$ cat config.mk
export PLATFORM = sky130hd
export DESIGN_NAME = div_seq
export DESIGN_NICKNAME = d
export VERILOG_FILES = /design/src/rtl/div_seq.sv
export SDC_FILE = /design/constraint.sdc
export NUM_CORES = 1
export LEC_CHECK = 0
export CORE_ASPECT_RATIO = 1.75
export CORE_MARGIN = 1
export CORE_UTILIZATION = 55
export CTS_CLUSTER_DIAMETER = 30
export DETAILED_ROUTE_END_ITERATION = 12
export GPL_TIMING_DRIVEN = 0
export PLACE_DENSITY = 0.86
export SYNTH_ARGS = -nofsm -noshare
export SYNTH_HDL_FRONTEND = slang
export SYNTH_SLANG_ARGS = --single-unit
export TNS_END_PERCENT = 100
$ cat constraint.sdc
create_clock -name clk -period 5.2 [get_ports clk]
set_clock_uncertainty 0.1 [all_clocks]
set_input_delay 0.52 -clock clk [delete_from_list [all_inputs] [get_ports clk]]
set_output_delay 0.52 -clock clk [all_outputs]
set_load 0.02 [all_outputs]
$ cat src/rtl/div_seq.sv
// Sequential signed restoring divider for MIPS DIV: quotient on lo_out, remainder on hi_out.
// Fixed latency of WIDTH+1 clocks from the start-accept edge to the done pulse.
module div_seq #(
    parameter int unsigned WIDTH = 32
) (
    input  logic             clk,
    input  logic             reset,
    input  logic             start,
    input  logic [WIDTH-1:0] dividend,
    input  logic [WIDTH-1:0] divisor,
    output logic [WIDTH-1:0] lo_out,
    output logic [WIDTH-1:0] hi_out,
    output logic             busy,
    output logic             done,
    output logic             div_zero
);

    localparam int unsigned CNT_W = $clog2(WIDTH) + 1;

    typedef enum logic [1:0] {IDLE, RUN, SIGN} state_t;

    state_t           state, state_next;
    logic [WIDTH-1:0] rem, rem_next;
    logic [WIDTH-1:0] quo, quo_next;
    logic [WIDTH-1:0] dvsr, dvsr_next;
    logic [WIDTH-1:0] lo_next, hi_next;
    logic [CNT_W-1:0] cnt, cnt_next;
    logic             sign_q, sign_q_next;
    logic             sign_r, sign_r_next;
    logic             busy_next, done_next, div_zero_next;
    logic [WIDTH-1:0] rem_shift, rem_sub;
    logic             fits;

    // One restoring step: shift in the next dividend bit, subtract if it fits.
    assign rem_shift = {rem[WIDTH-2:0], quo[WIDTH-1]};
    assign rem_sub   = rem_shift - dvsr;
    assign fits      = (rem_shift >= dvsr);

    always_ff @(posedge clk or negedge reset) begin
        if (!reset) state <= IDLE;
        else        state <= state_next;
    end

    always_comb begin
        state_next    = state;
        rem_next      = rem;
        quo_next      = quo;
        dvsr_next     = dvsr;
        cnt_next      = cnt;
        sign_q_next   = sign_q;
        sign_r_next   = sign_r;
        lo_next       = lo_out;
        hi_next       = hi_out;
        busy_next     = busy;
        done_next     = 1'b0;
        div_zero_next = 1'b0;
        unique case (state)
            IDLE: begin
                if (start) begin
                    if (divisor == '0) begin
                        div_zero_next = 1'b1;
                    end else begin
                        // Quotient register is preloaded with |dividend| and shifted out MSB first.
                        quo_next    = dividend[WIDTH-1] ? -dividend : dividend;
                        dvsr_next   = divisor[WIDTH-1] ? -divisor : divisor;
                        rem_next    = '0;
                        cnt_next    = CNT_W'(WIDTH);
                        sign_q_next = dividend[WIDTH-1] ^ divisor[WIDTH-1];
                        sign_r_next = dividend[WIDTH-1];
                        busy_next   = 1'b1;
                        state_next  = RUN;
                    end
                end
            end
            RUN: begin
                rem_next = fits ? rem_sub : rem_shift;
                quo_next = {quo[WIDTH-2:0], fits};
                cnt_next = cnt - CNT_W'(1);
                if (cnt == CNT_W'(1)) state_next = SIGN;
            end
            SIGN: begin
                lo_next    = sign_q ? -quo : quo;
                hi_next    = sign_r ? -rem : rem;
                done_next  = 1'b1;
                busy_next  = 1'b0;
                state_next = IDLE;
            end
            default: state_next = IDLE;
        endcase
    end

    always_ff @(posedge clk or negedge reset) begin
        if (!reset) begin
            rem      <= '0;
            quo      <= '0;
            dvsr     <= '0;
            cnt      <= '0;
            sign_q   <= 1'b0;
            sign_r   <= 1'b0;
            lo_out   <= '0;
            hi_out   <= '0;
            busy     <= 1'b0;
            done     <= 1'b0;
            div_zero <= 1'b0;
        end else begin
            rem      <= rem_next;
            quo      <= quo_next;
            dvsr     <= dvsr_next;
            cnt      <= cnt_next;
            sign_q   <= sign_q_next;
            sign_r   <= sign_r_next;
            lo_out   <= lo_next;
            hi_out   <= hi_next;
            busy     <= busy_next;
            done     <= done_next;
            div_zero <= div_zero_next;
        end
    end

endmodule

* Word-level counts from Yosys, hierarchy flattened *
Index checks and enable logic that the tools add are counted.

storage, ports and cells
  bits in registers = 173
  output and inout bits = 67

operators by class
  bitwise logic cells = 2
  $add $sub $neg = 6
  $lt $le $gt $ge = 1
  reductions and logical operators = 8
  eq/ne operators = 6
  multiplexer cells = 25

operators with widths
  operator             number
  $mux 32              9
  $neg 32->32          4
  $pmux 32 s2          2
  $ge 32x32->1         1
  $logic_not 32->1     1
  $sub 32x32->32       1
  $mux 6               2
  $pmux 6 s2           1
  $reduce_and 3->1     4
  $eq 6x1->1 const B   1
  $mux 1               6
  $mux 2               3
  $ne 2x2->1 const B   3
  $sub 6x1->6 const B  1
  $pmux 2 s2           1
  $reduce_bool 2->1    2
  $eq 2x1->1 const B   1
  $eq 2x2->1 const B   1
  $logic_not 2->1      1
  $pmux 1 s2           1
  $not 1->1            1
  $xor 1x1->1          1

* Longest topological paths before layout *
Gate-level depths: netlist (run 1).

  word-level depth = 5
  gate-level depth with buffers = 13
  gate-level depth less buffers = 11

* Worst setup path after synthesis (run 1) *
No wires, ideal clock.

  kind = in2reg
  start point = input divisor[0]
  end point = register quo[6]
  slack = 2.154 ns
  setup time = 0.127 ns
  cell stages on the path = 11
  required time = 4.973 ns
  arrival time = 2.819 ns
  cell sequence = inv_1 ha_1 or3b_4 nor4_4 nand4_2 or4_4 nor2b_1 buf_6 buf_6 a222oi_1 inv_1

on the way
  cells in the longest elaborated chain, start to end = 3

RTL lines
  what                        RTL line  RTL
  start: declaration          10        input logic [WIDTH-1:0] divisor,
  $logic_not 32->1            60        if (divisor == '0) begin
  $ne 2x2->1 (no line)        --
  $reduce_and 3->1 (no line)  --
  end signal: assignment      107       quo <= quo_next;
  end: declaration            24        logic [WIDTH-1:0] quo, quo_next;

Every way passes these cells.
A chain may end at the register's enable or synchronous reset.

* Final worst setup path (run 1) *
  start point = register quo[31]
  end point = register rem[20]

on the way
  cells in the longest elaborated chain, start to end = 3
  elaborated cells between the ends (all ways) = 4
  those cells by class = add/sub (1); order compare (1); mux (2)

RTL lines
  what                                                   RTL line  RTL
  $sub 32x32->32 / $ge 32x32->1 (equally long branches)  36, 37
  $mux 32 *                                              76        rem_next = fits ? rem_sub : rem_shift;
  $pmux 32 s2 *                                          57        unique case (state)
  end signal: assignment                                 106       rem <= rem_next;
  end: declaration                                       23        logic [WIDTH-1:0] rem, rem_next;

Mark *: on every way between the ends. The rest lies on a longest branch, timed or not.

==> results of run 1 <==
## cell type report
cell class | instances | area [µm²]
Tap cell | 245 | 307
Clock buffer | 20 | 447
Sequential cell | 173 | 4330
Multi-Input combinational cell | 996 | 6350
Timing Repair Buffer | 134 | 1360
Inverter | 72 | 270
Buffer | 67 | 282
Fill cell | 1562 | 6310
Clock inverter | 11 | 168
## power by group through the flow
stage,logic (mW),registers (mW),clock network [mW]
after CTS,5.11,2.41,1.34
after detailed placement,5.05,2.43,0
after floorplan,3.65,2.38,0
final,5.18,2.43,1.34
after global routing,5.70,2.49,1.41
after global placement,4.90,2.41,0
## Yosys cell counts (38+ instances only)
master	count	area, µm²
dfrtp_1	173	4330
ha_1	38	475
o31ai_1	41	308
xor2_1	82	718
nand2_1	207	777
o21ai_0	132	661
a21oi_1	58	290
xnor2_1	66	578
nor2_1	40	150
o21ai_1	45	225
clkbuf_1	49	184
inv_1	72	270
## logic make-up after synthesis
group | synth area share
AO/OA/AOI/OAI | 0.214
XOR/XNOR | 0.115
adder cells (fa/ha/maj) | 0.0441
buffers and inverters | 0.0491
flip-flops | 0.386
multiplexers | 0.0205
AND/OR/NAND/NOR | 0.172
## worst paths after layout
path / slack (ns) / endpoint / start / cells after the start
worst min register to register: 0.38 / dvsr[4] / dvsr[4] / 2
max in group asynchronous: 4.16 / quo[6] / reset / 2
worst max-delay path: 1.25 / rem[20] / quo[31] / 13
worst min-delay path: -0.004 / dvsr[8] / reset / 1
worst max register to register: 1.25 / rem[20] / quo[31] / 13
min in group clk: 0.38 / dvsr[4] / dvsr[4] / 2
## worst register-to-register path: stages, from the launching register on
cell	delay, ns
dfrtp_1	0.40
inv_1	0.12
ha_1	0.24
fa_1	0.41
nand2b_1	0.22
a21oi_1	0.20
o2111ai_1	0.21
nand4_1	0.23
nand4b_1	0.13
buf_2	0.24
nand2_1	0.43
buf_2	0.41
nand2_1	0.26
o21ai_0	0.27
## stage by stage
| step | utilization | setup slack [ns] | std cells | TNS [ns] |
|---|---|---|---|---|
| floorplan | - | 2.15 | 1308 | 0 |
| global placement | 0.649 | -3.27 | 1686 | -562.57 |
| detailed placement | 0.651 | 1.07 | 1687 | 0 |
| CTS | 0.682 | 1.35 | 1718 | 0 |
| global route | 0.682 | 1.08 | 1718 | 0 |
| finish | 0.682 | 1.25 | 1718 | 0 |
## state kept, by name, summed over array words and instances, names as in the netlist
| signal | flops |
|---|---|
| dvsr | 32 |
| state | 2 |
| done | 1 |
| hi_out | 32 |
| sign_q | 1 |
| div_zero | 1 |
| sign_r | 1 |
| quo | 32 |
| busy | 1 |
| lo_out | 32 |
| rem | 32 |
| cnt | 6 |
## per-layer routing
metal / vias up / global-route usage / routed length, µm
li1: 4969 / - / -
met1: 5008 / 0.326 / 11500
met2: 466 / 0.604 / 17700
met3: 147 / 0.0457 / 1610
met4: 0 / 0.247 / 2390
met5: - / 0 / 0
==> reports/qor.csv, run 1 <==
stage,metric,value,unit
run_status,status,finished with violations,
detailed_routing,via count,10590,
layout,Antenna Diode Count,0,
floorplanning,Die X,110,µm
timing,Peak Freq,0.253,GHz
global_routing,total grt overflow,0,
worst_setup_path,CP Max Fanout,10,
detailed_routing,DRC violations left,0,
worst_setup_path,worst path arrival time,4.20,ns
clock_network,setup repair bufs after CTS,0,
worst_hold_path,Hold WC Path Type,primary input to asynchronous set/reset pin,
detailed_routing,initial drt markers,767,
detailed_routing,wire per inst,19.3,µm
layout,Finished Cell Area,0.0135,mm²
pwr,Psw,4.14,mW
global_routing,vias in the first global route,10614,
worst_setup_path,"slowest stage delay, CP",0.43,ns
placement,gpl congestion,0.982,
floorplanning,die area,0.0210,mm²
logic_synthesis,Netlist cell types,72,
logic_synthesis,synthesized area,0.0112,mm²
worst_setup_path,CP Cell Sequence,inv_1 -> ha_1 -> fa_1 -> nand2b_1 -> a21oi_1 -> o2111ai_1 -> nand4_1 -> nand4b_1 -> buf_2 -> nand2_1 -> buf_2 -> nand2_1 -> o21ai_0,
clock_network,Root Driver,clkbuf_16,
clock_network,CTS tree,done,
worst_setup_path,Buf/Inv on CP,3,
clock_network,post-CTS sizing,0,
clock_network,clk buf depth,2,
timing,Slew @ Worst Pin,0.825,ns
layout,proportion of layout cells with a drive suffix above 1,0.0441,
floorplanning,Initial Utilization,0.566,
layout,"commonest non-fill, non-tap cell in the layout",nand2_1,
global_routing,first-pass GRT wire length,52.4,mm
timing,Max transition margin,0.450,
pwr,Logic pwr share,0.578,
placement,"Cell Area, Placed",0.0129,mm²
layout,nets,1567,
timing,RSZ-0062 raised after global routing,no,
pwr,total power,8.95,mW
logic_synthesis,"EDFF count, synth",0,
timing,Final Hold Viols,5,
worst_setup_path,Setup crit start kind,register,
pwr,Sw Share,0.462,
clock_network,"Clk pin slew, worst setup/hold paths",0.06,ns
clock_network,H-tree levels,4,
timing,hold slack,-0.00431,ns
layout,P&R area growth vs syn,20.3,%
timing,part of the cycle the worst path needs,0.759,
run,max_cap viols,0,
worst_setup_path,"slowest stage cell, crit path",nand2_1,
timing,Tmin final,3.95,ns
detailed_routing,final wirelength,33.1,mm
global_routing,Total Routing Usage GR,0.330,
floorplanning,CORE AREA,0.0198,mm²
placement,detailed placement HPWL,25.9,mm
timing,fin. max-slew vios,0,
clock_network,Num CTS Buffers,17,
worst_setup_path,crit end category,register,
worst_setup_path,Crit path max-delay family,simple AND/OR/NAND/NOR gates,
timing,count of final setup violators,0,
pwr,register share of total power,0.271,
logic_synthesis,asr flop ratio synth,1.00,
pwr,power per cell area,662,mW/mm²
detailed_routing,vias per cell,6.16,
floorplanning,chip height,191,µm
floorplanning,row count,68,
run_status,violated checks,negative hold slack,
clock_network,CTS sink count,173,
pwr,clock share of power,0.150,
worst_setup_path,Critical Path RT,5.45,ns
logic_synthesis,Post-Syn Nets,1414,
pwr,internal power,4.81,mW
logic_synthesis,cells after synthesis,1308,
placement,Port Buf Inserts,133,
clock_network,"Clk Latency, worst-skew pair",0.44,ns
worst_setup_path,worst setup path category,register to register,
global_routing,largest net degree at the start of global routing,93,
logic_synthesis,Yosys reg bits,173,
detailed_routing,router iterations before antenna repair,5,
logic_synthesis,Syn Area/Cell,8.59,µm²
floorplanning,I/O pin count,134,
pwr,Pleak,5.74,nW
layout,most frequent cells in the layout,"nand2_1 (207), dfrtp_1 (173), o21ai_0 (132), clkdlybuf4s50_1 (132), xor2_1 (82)",
clock_network,Post-CTS Hold Buffers,0,
logic_synthesis,sequential share of the synthesized area,0.386,
logic_synthesis,Synth Flop Type,dfrtp_1,
logic_synthesis,Ys Warns,0,
global_routing,initial antenna violation count,0,
detailed_routing,post-route ant nets,0,
pwr,peak supply drop,292,µV
(Power assumes the default switching activity.)
==> inputs of run 2 (changes only) <==
Clock period 5.2 ns to 3.7 ns, I/O delays scaled along.
==> run 2 against run 1 <==
Net effect:
- the flow now finishes without violations
- sequential cell count is the same
- non-clock buffer count grew 1
- cell count is essentially flat
- sequential share of layout area shrank 0.062 points
- clock power grew 40%
- clock-buffer cell count is the same
- critical path depth shrank 3
- global-route usage is essentially flat
- sequential power grew 40%
- critical path type is now primary input to register
- largest cell class unchanged
- highest routed layer unchanged
==> reports/qor.csv, run 2 (synthesis results as in run 1) <==
stage,metric,value,unit,change
pwr,Pleak,5.75,nW,+0.11%
worst_setup_path,crit end category,register,,
placement,placed cells,1687,,unchanged
worst_setup_path,Setup crit start kind,primary input,,
floorplanning,chip height,191,µm,unchanged
worst_setup_path,Reg2Reg Capture Point,rem[20],,
run,max_cap viols,0,,unchanged
clock_network,clk buf depth,2,,unchanged
detailed_routing,final wirelength,33.1,mm,-0.11%
pwr,total power,12.6,mW,+41%
clock_network,Root Driver,clkbuf_16,,
worst_setup_path,Critical Path RT,3.87,ns,-1.58 ns
detailed_routing,met3 wire len,1.58,mm,-2.0%
timing,Final Hold Viols,0,,-5
pwr,power per cell area,930,mW/mm²,+40%
placement,"Cell Area, Placed",0.0129,mm²,unchanged
layout,P&R area growth vs syn,20.6,%,
detailed_routing,initial drt markers,698,,-9.0%
timing,fin. max-slew vios,0,,unchanged
detailed_routing,router iterations before antenna repair,6,,+1
placement,gpl congestion,0.982,,unchanged
timing,Max transition margin,0.483,,+0.0334
clock_network,CTS tree,done,,
worst_setup_path,"slowest stage cell, crit path",clkbuf_1,,
floorplanning,I/O pin count,134,,unchanged
layout,fin cells,1719,,+0.058%
detailed_routing,M1 wire length,11.4,mm,-0.65%
detailed_routing,DRC violations left,0,,unchanged
placement,detailed placement HPWL,25.9,mm,unchanged
detailed_routing,wire per inst,19.3,µm,-0.16%
floorplanning,die area,0.0210,mm²,unchanged
worst_hold_path,Hold WC Path Type,register to register,,
floorplanning,Initial Utilization,0.566,,unchanged
worst_setup_path,CP Cell Sequence,clkdlybuf4s50_1 -> inv_1 -> ha_1 -> or3b_4 -> nor4_4 -> nand4_2 -> o41a_1 -> o21bai_2 -> clkbuf_1 -> a222oi_1,,
detailed_routing,met2 WL,17.6,mm,-0.49%
worst_setup_path,"slowest stage delay, CP",0.59,ns,+0.16 ns
layout,Antenna Diode Count,0,,unchanged
clock_network,"Clk pin slew, worst setup/hold paths",0.06,ns,about the same
global_routing,initial antenna violation count,0,,unchanged
layout,most frequent cells in the layout,"nand2_1 (205), dfrtp_1 (173), o21ai_0 (132), clkdlybuf4s50_1 (132), xor2_1 (82)",,
floorplanning,Die X,110,µm,unchanged
placement,Port Buf Inserts,133,,unchanged
worst_setup_path,worst setup path category,primary input to register,,
clock_network,H-tree levels,4,,unchanged
layout,nets,1568,,+0.064%
worst_setup_path,reg-to-reg startpoint,quo[31],,
worst_setup_path,worst r2r path cells,13,,unchanged
layout,proportion of layout cells with a drive suffix above 1,0.0461,,+0.00201
global_routing,largest net degree at the start of global routing,93,,unchanged
worst_hold_path,min-delay src,dvsr[4],,
detailed_routing,DR top layer,met4,,
timing,Tmin final,3.59,ns,
clock_network,Num CTS Buffers,17,,unchanged
worst_setup_path,flop2flop setup slack,0.22,ns,-1.03 ns
pwr,peak supply drop,437,µV,+50%
floorplanning,CORE AREA,0.0198,mm²,unchanged
worst_setup_path,CP Max Fanout,10,,unchanged
global_routing,Total Routing Usage GR,0.329,,about the same
detailed_routing,post-route ant nets,0,,unchanged
floorplanning,row count,68,,unchanged
global_routing,first-pass GRT wire length,52.3,mm,about the same
clock_network,CTS sink count,173,,unchanged
worst_hold_path,hold path endpoint,dvsr[4],,
worst_hold_path,Hold Path Cell Cnt,2,,
worst_setup_path,worst path arrival time,3.76,ns,-0.44 ns
timing,setup TNS,0,ns,unchanged
timing,Peak Freq,0.278,GHz,
run_status,status,finished clean,,
global_routing,total grt overflow,0,,unchanged
clock_network,"Clk Latency, worst-skew pair",0.44,ns,about the same
timing,Slew @ Worst Pin,0.775,ns,-0.0502 ns
global_routing,vias in the first global route,10605,,-0.085%
timing,part of the cycle the worst path needs,0.971,,
timing,RSZ-0062 raised after global routing,no,,
timing,count of final setup violators,0,,unchanged
detailed_routing,via count,10546,,-0.42%
layout,"commonest non-fill, non-tap cell in the layout",nand2_1,,
layout,Finished Cell Area,0.0135,mm²,+0.19%
detailed_routing,vias per cell,6.13,,-0.47%
==> run 2: cell count changes in the layout (fill, tap and decap cells not counted), sizes merged <==
| cell | change |
|---|---|
| dlygate4sd3 | +1 |
==> run 2: layer usage <==
layer  vias to the layer above  track usage
li1                       4964            -
met5                         -            0
met2                       439        0.601
met3                       143       0.0460
met1                      5000        0.325
met4                         0        0.253
==> run 2: repair_timing <==
action	4_1_cts	5_1_grt
pin swaps	0	0
hold buffers	1	0
gates cloned	0	0
setup endpoints to repair	8	16
setup buffers	0	0
endpoints found under the hold margin	91	0
gates resized for setup	1	5
==> run 2: how the worst max path moves through the flow <==
stage	start	endpoint	slack, ns	cells past startpoint
4_1_cts	quo[31]	rem[11]	0.03	13
3_3_place_gp	reset	lo_out[0]	-4.62	1
6_report	divisor[1]	quo[13]	0.11	10
3_5_place_dp	divisor[1]	quo[13]	-0.28	10
5_1_grt	divisor[1]	quo[13]	0.003	10
2_1_floorplan	quo[31]	rem[11]	0.69	13
==> run 2: where the power goes <==
group / leakage, nW / internal (mW) / switching (mW)
sequential: 2.22 / 2.62 / 0.794
combinational: 3.23 / 3.01 / 4.28
clock: 0.296 / 1.14 / 0.743
total: 5.75 / 6.77 / 5.82
==> run 2: area by class of cell <==
type | count | area, µm²
clock inverter | 11 | 168
multi-input combinational | 996 | 6360
timing repair buffer | 135 | 1370
sequential | 173 | 4330
fill | 1567 | 6280
tap | 245 | 307
clock buffer | 20 | 447
inverter | 72 | 270
buffer | 67 | 284
==> run 2: metrics by stage <==
| step | hold slack [ns] | setup slack (ns) | utilization |
|---|---|---|---|
| after global placement | 0.361 | -4.62 | 0.649 |
| after floorplan | -0.0256 | 0.690 | - |
| after CTS | 0.383 | 0.0284 | 0.682 |
| final | 0.376 | 0.106 | 0.683 |
| after global routing | 0.398 | 0.00321 | 0.683 |
| after detailed placement | 0.328 | -0.281 | 0.651 |
==> run 2: worst max-delay path, delay by kind of cell <==
kind / cells / cell delay, ns
simple gates: 3 / 0.99
compound gates: 3 / 1.12
fa+ha+maj: 1 / 0.16
buf+inv: 3 / 1.11
